==> src/rtl/nzcv_cond_eval.sv <==
// Architectural NZCV flags register, save/restore stack and condition evaluator.
// Optional same-cycle flag forwarding to queries: define NZCV_FWD_EN.
module nzcv_cond_eval #(
  parameter int STACK_DEPTH = 4
) (
  input  logic       clk,
  input  logic       reset,
  input  logic       i_flags_we,
  input  logic [3:0] i_nzcv,
  input  logic       i_cond_valid,
  input  logic [3:0] i_cond,
  output logic       o_cond_ready,
  output logic       o_res_valid,
  output logic       o_res_taken,
  input  logic       i_res_ready,
  input  logic       i_push,
  input  logic       i_pop,
  output logic [3:0] o_nzcv,
  output logic       o_stack_err
);

  localparam int AW = $clog2(STACK_DEPTH);
  localparam int PW = AW + 1;

  localparam logic [0:0] S_IDLE = 1'b0;
  localparam logic [0:0] S_RESP = 1'b1;

  logic [3:0]    r_nzcv;
  logic [3:0]    r_stack [STACK_DEPTH];
  logic [PW-1:0] r_sp;
  logic          r_err;
  logic [0:0]    r_state;
  logic          r_taken;

  logic          w_full;
  logic          w_empty;
  logic          w_push_ok;
  logic          w_pop_ok;
  logic          w_stk_err;
  logic [PW-1:0] w_sp_m1;
  logic [3:0]    w_top;
  logic [3:0]    w_nzcv_nxt;
  logic [3:0]    w_eval_f;
  logic          w_ready_base;
  logic          w_ready;
  logic          w_acc;
  logic          w_taken;

  function automatic logic f_eval(
    input logic [3:0] f,
    input logic [3:0] c
  );
    logic n, z, cf, v;
    logic r;
    n  = f[3];
    z  = f[2];
    cf = f[1];
    v  = f[0];
    unique case (c)
      4'h0:    r = z;
      4'h1:    r = !z;
      4'h2:    r = cf;
      4'h3:    r = !cf;
      4'h4:    r = n;
      4'h5:    r = !n;
      4'h6:    r = v;
      4'h7:    r = !v;
      4'h8:    r = cf & !z;
      4'h9:    r = !cf | z;
      4'hA:    r = (n == v);
      4'hB:    r = (n != v);
      4'hC:    r = !z & (n == v);
      4'hD:    r = z | (n != v);
      default: r = 1'b1;
    endcase
    return r;
  endfunction

  assign w_full  = (r_sp == PW'(STACK_DEPTH));
  assign w_empty = (r_sp == '0);
  assign w_sp_m1 = r_sp - PW'(1);
  assign w_top   = r_stack[w_sp_m1[AW-1:0]];

  assign w_push_ok = i_push & !i_pop & !w_full;
  assign w_pop_ok  = i_pop & !i_push & !w_empty;
  // Any illegal stack op freezes both stack and flags for the cycle
  assign w_stk_err = (i_push & i_pop)
                   | (i_push & !i_pop & w_full)
                   | (i_pop & !i_push & w_empty);

  always_comb begin
    w_nzcv_nxt = r_nzcv;
    if (w_pop_ok)
      w_nzcv_nxt = w_top;
    else if (i_flags_we && !w_stk_err)
      w_nzcv_nxt = i_nzcv;
  end

  assign w_ready_base = (r_state == S_IDLE) | i_res_ready;

`ifdef NZCV_FWD_EN
  assign w_ready  = w_ready_base;
  assign w_eval_f = w_nzcv_nxt;
`else
  // Stall queries for one cycle whenever the flags may change
  assign w_ready  = w_ready_base & !(i_flags_we | i_pop);
  assign w_eval_f = r_nzcv;
`endif

  assign w_acc   = i_cond_valid & w_ready;
  assign w_taken = f_eval(w_eval_f, i_cond);

  always_ff @(posedge clk) begin
    if (reset) begin
      r_nzcv <= 4'b0000;
      r_sp   <= '0;
      r_err  <= 1'b0;
    end else begin
      r_nzcv <= w_nzcv_nxt;
      if (w_stk_err)
        r_err <= 1'b1;
      if (w_push_ok)
        r_sp <= r_sp + PW'(1);
      else if (w_pop_ok)
        r_sp <= w_sp_m1;
    end
  end

  always_ff @(posedge clk) begin
    if (!reset && w_push_ok)
      r_stack[r_sp[AW-1:0]] <= r_nzcv;
  end

  always_ff @(posedge clk) begin
    if (reset) begin
      r_state <= S_IDLE;
      r_taken <= 1'b0;
    end else begin
      if (w_acc) begin
        r_state <= S_RESP;
        r_taken <= w_taken;
      end else if (r_state == S_RESP && i_res_ready) begin
        r_state <= S_IDLE;
      end
    end
  end

  assign o_cond_ready = w_ready;
  assign o_res_valid  = (r_state == S_RESP);
  assign o_res_taken  = r_taken;
  assign o_nzcv       = r_nzcv;
  assign o_stack_err  = r_err;

endmodule
==> config.mk <==
export PLATFORM = sky130hd
export DESIGN_NAME = nzcv_cond_eval
export DESIGN_NICKNAME = d
export VERILOG_FILES = /design/src/rtl/nzcv_cond_eval.sv
export SDC_FILE = /design/constraint.sdc
export NUM_CORES = 1
export LEC_CHECK = 0
export BUFFER_PORTS_ARGS = -buffer_cell sky130_fd_sc_hd__buf_2
export CAP_MARGIN = 20
export CORE_UTILIZATION = 47
export CTS_CLUSTER_SIZE = 24
export DETAILED_ROUTE_END_ITERATION = 8
export GPL_TIMING_DRIVEN = 0
export PLACE_DENSITY_LB_ADDON = 0.12
export SYNTH_ARGS = -nofsm -noshare
export SYNTH_HDL_FRONTEND = slang
export SYNTH_SLANG_ARGS = --single-unit
==> constraint.sdc <==
create_clock -name clk -period 4.4 [get_ports clk]
set_input_delay 0.22 -clock clk [delete_from_list [all_inputs] [get_ports clk]]
set_output_delay 0.22 -clock clk [all_outputs]
set_load 0.02 [all_outputs]
==> impl_metrics.json <==
{
  "status": "complete, no violations",
  "met2_usage_pct": 26.7,
  "n_antenna_cell": 0,
  "fin_crit_ns": 2.39,
  "critPathCaptureType": "flip-flop",
  "drive_above_1_share_pct": 25.9,
  "synth.top_cells.by_count": "edfxtp_1, dfxtp_1, nor2_1",
  "cellInternalPower_mw": 0.437,
  "synth.area.top_cells": "edfxtp_1, dfxtp_1, mux4_2",
  "rows": 18,
  "hold_path_depth": 3,
  "drc": 0,
  "viasPerCell": 5.70,
  "ys.flop_type": "edfxtp_1",
  "syn_inst": 114,
  "clkTransAtPathRegs_ns": 0.14,
  "grt_start_max_net_pins": 16,
  "clockPowerShare_pct": 26.3,
  "powerDensity_nw_per_um2": 397,
  "avgSynthCellArea_um2": 11.8,
  "final_cell_area_um2": 1540,
  "vias": 963,
  "clock_skew_ns": 0.00142,
  "grt.busiest_layer": "met2",
  "crit_chain": "clkbuf_1 -> inv_1 -> ha_1 -> a21oi_1 -> nand2_1 -> nor2_1 -> and2_1",
  "swShare_pct": 28.3,
  "start_kind": "flip-flop",
  "clk_path_buf_depth": 2,
  "setup_violations": 0,
  "cap_viol_max_count": 0,
  "ys_seq_elements": 26,
  "worstSetupPathType": "flip-flop to flip-flop",
  "worst_slew_pin_slew_ns": 0.513,
  "regArea_um2": 681,
  "wl_per_cell_um": 14.5,
  "slowest_stage": "dfxtp_1",
  "cts.repair.resized": 0,
  "pwr-share-comb_pct": 24.6,
  "crit_family": "simple AND/OR/NAND/NOR gates",
  "slowest_delay_ns": 0.38,
  "antenna_found_initial": 0,
  "drtIter0Drc": 36,
  "gp_congestion": 0.806,
  "place_area_um2": 1480,
  "async_flop_share_pct": 0,
  "grt_use_met3_pct": 3.98,
  "finalCritPeriodShare_pct": 54.3,
  "max_slew_margin_pct": 65.4,
  "ir_drop_mv": 0.259,
  "die_w_um": 55.4,
  "drt-total-wl_um": 2450,
  "grt_pass1_vias": 892,
  "root_buffer": "clkbuf_4",
  "power_frac_seq_pct": 49.0,
  "htreeDepth": 1,
  "synth_edf_count": 16,
  "yosys_warnings": 0,
  "crit_buf_inv": 2,
  "cp_max_fo": 5,
  "cts_buffers": 3,
  "cts.hold.buffers_added": 0,
  "critPathRequiredTime_ns": 4.42,
  "die_h_um": 55.4,
  "grt_use_total_pct": 17.1,
  "grt_pass1_wl_um": 4110,
  "p_sw_mw": 0.172,
  "port_buffers": 21,
  "multi_input_area_um2": 624,
  "yosys.area.top_type_share_pct": 35.9,
  "maxSlewViolCount": 0,
  "rsz0062_at_grt": "no",
  "post-synth-top-count-cell": "edfxtp_1",
  "crit_arrival_ns": 2.41,
  "hold_viol_final": 0,
  "syn_area_um2": 1340,
  "finalSetupTns_ns": 0,
  "core_area_um2": 2590,
  "rr_worst_depth": 7,
  "nNetsFinal": 160,
  "post_cts_buffers": 0,
  "cp_num_cells": 7,
  "firstDrtPassIters": 4,
  "dieArea_um2": 3070,
  "area_growth_pct": 14.6,
  "ant_nets": 0,
  "clock_sinks": 26,
  "met1_usage_pct": 24.6,
  "ys_types": 34,
  "gr-total-overflow": 0,
  "timing.fmax_mhz": 419,
  "ioPinCount": 23,
  "worstHoldPathType": "input port to flip-flop",
  "yosysSeqAreaShare_pct": 50.8,
  "initial_core_util_pct": 51.7,
  "clock_latency_ns": 0.31,
  "dp_hpwl_um": 1840,
  "syn_nets": 134,
  "power.leakage_nw": 0.580,
  "yosysTopAreaCell": "edfxtp_1",
  "nFillCells": 215,
  "cts_tree": "done"
}
## layer usage
| metal | vias to the layer above | wire length, µm |
|---|---|---|
| li1 | 486 | - |
| met1 | 449 | 1140 |
| met2 | 26 | 1110 |
| met3 | 2 | 179 |
| met4 | 0 | 12 |
| met5 | - | 0 |
## stage by stage
step | hold slack [ns] | power (mW) | setup WS [ns] | util (%) | std cells
6_report | 0.152 | 0.610 | 2.01 | 59.3 | 169
5_1_grt | 0.148 | 0.642 | 1.73 | 59.3 | 169
3_5_place_dp | 0.474 | 0.453 | 2.00 | 57.2 | 165
4_1_cts | 0.140 | 0.615 | 1.97 | 59.3 | 169
2_1_floorplan | 0.380 | 0.410 | 2.38 | - | 114
3_3_place_gp | 0.471 | 0.451 | 2.03 | 57.2 | 165
## cell type report
class                           count  share of cell area (%)
Buffer                              5                    1.30
Clock buffer                        3                    1.47
Clock inverter                      1                    1.96
Inverter                            4                   0.978
Multi-Input combinational cell     79                    40.7
Sequential cell                    26                    44.3
Tap cell                           30                    2.44
Timing Repair Buffer               21                    6.85
## state kept, by name, indices dropped and copies added, names as in the netlist
name	flops
r_sp	3
o_res_taken	1
r_stack	16
o_nzcv	4
o_stack_err	1
o_res_valid	1
## worst reg2reg max path, delay by kind of cell (launching register included)
family	cells	cell delay [ns]
simple gates	3	0.60
compound gates	1	0.32
buf+inv	2	0.51
flops	1	0.38
fa+ha+maj	1	0.30
## power by group through the flow
| stage | logic (mW) | registers [mW] | clock network (mW) |
|---|---|---|---|
| floorplan | 0.102 | 0.308 | 0 |
| global placement | 0.148 | 0.303 | 0 |
| detailed placement | 0.149 | 0.304 | 0 |
| CTS | 0.151 | 0.299 | 0.165 |
| global route | 0.167 | 0.302 | 0.173 |
| finish | 0.150 | 0.299 | 0.161 |
## path summary, 6_finish.rpt
kind	startpoint	endpoint	slack [ns]
max	r_sp[0]$_SDFFE_PP0P_	r_stack[3][2]$_DFFE_PP_	2.01
min	i_nzcv[2]	o_nzcv[2]$_SDFFE_PP0P_	0.15
max reg2reg	r_sp[0]$_SDFFE_PP0P_	r_stack[3][2]$_DFFE_PP_	2.01
min reg2reg	o_stack_err$_SDFFE_PP0P_	o_stack_err$_SDFFE_PP0P_	0.50
## logic make-up after synthesis
kind of cell	count (synthesis)	synth area share, %
xor gates and xnor gates	3	1.96
DFF	26	50.8
AOI/OAI and AO/OA	19	12.0
and+or+nand+nor	45	17.9
buffers and inverters	9	2.61
muxes	7	10.1
adders and majority gates	5	4.67
## cell usage in the layout, fill, tap and decap left out, drive strengths merged, types with 2 or more instances in the layout
cell and instances:
a211oi 2, a21oi 3, a311oi 5, and2 5, buf 22, clkbuf 7
dfxtp 10, edfxtp 16, ha 5, inv 4, mux2 2, mux4 5
nand2 7, nand2b 4, nand3 9, nor2 10, nor2b 3, nor4b 2
xnor2 2
Note: power is estimated with default switching activity, not from simulation.
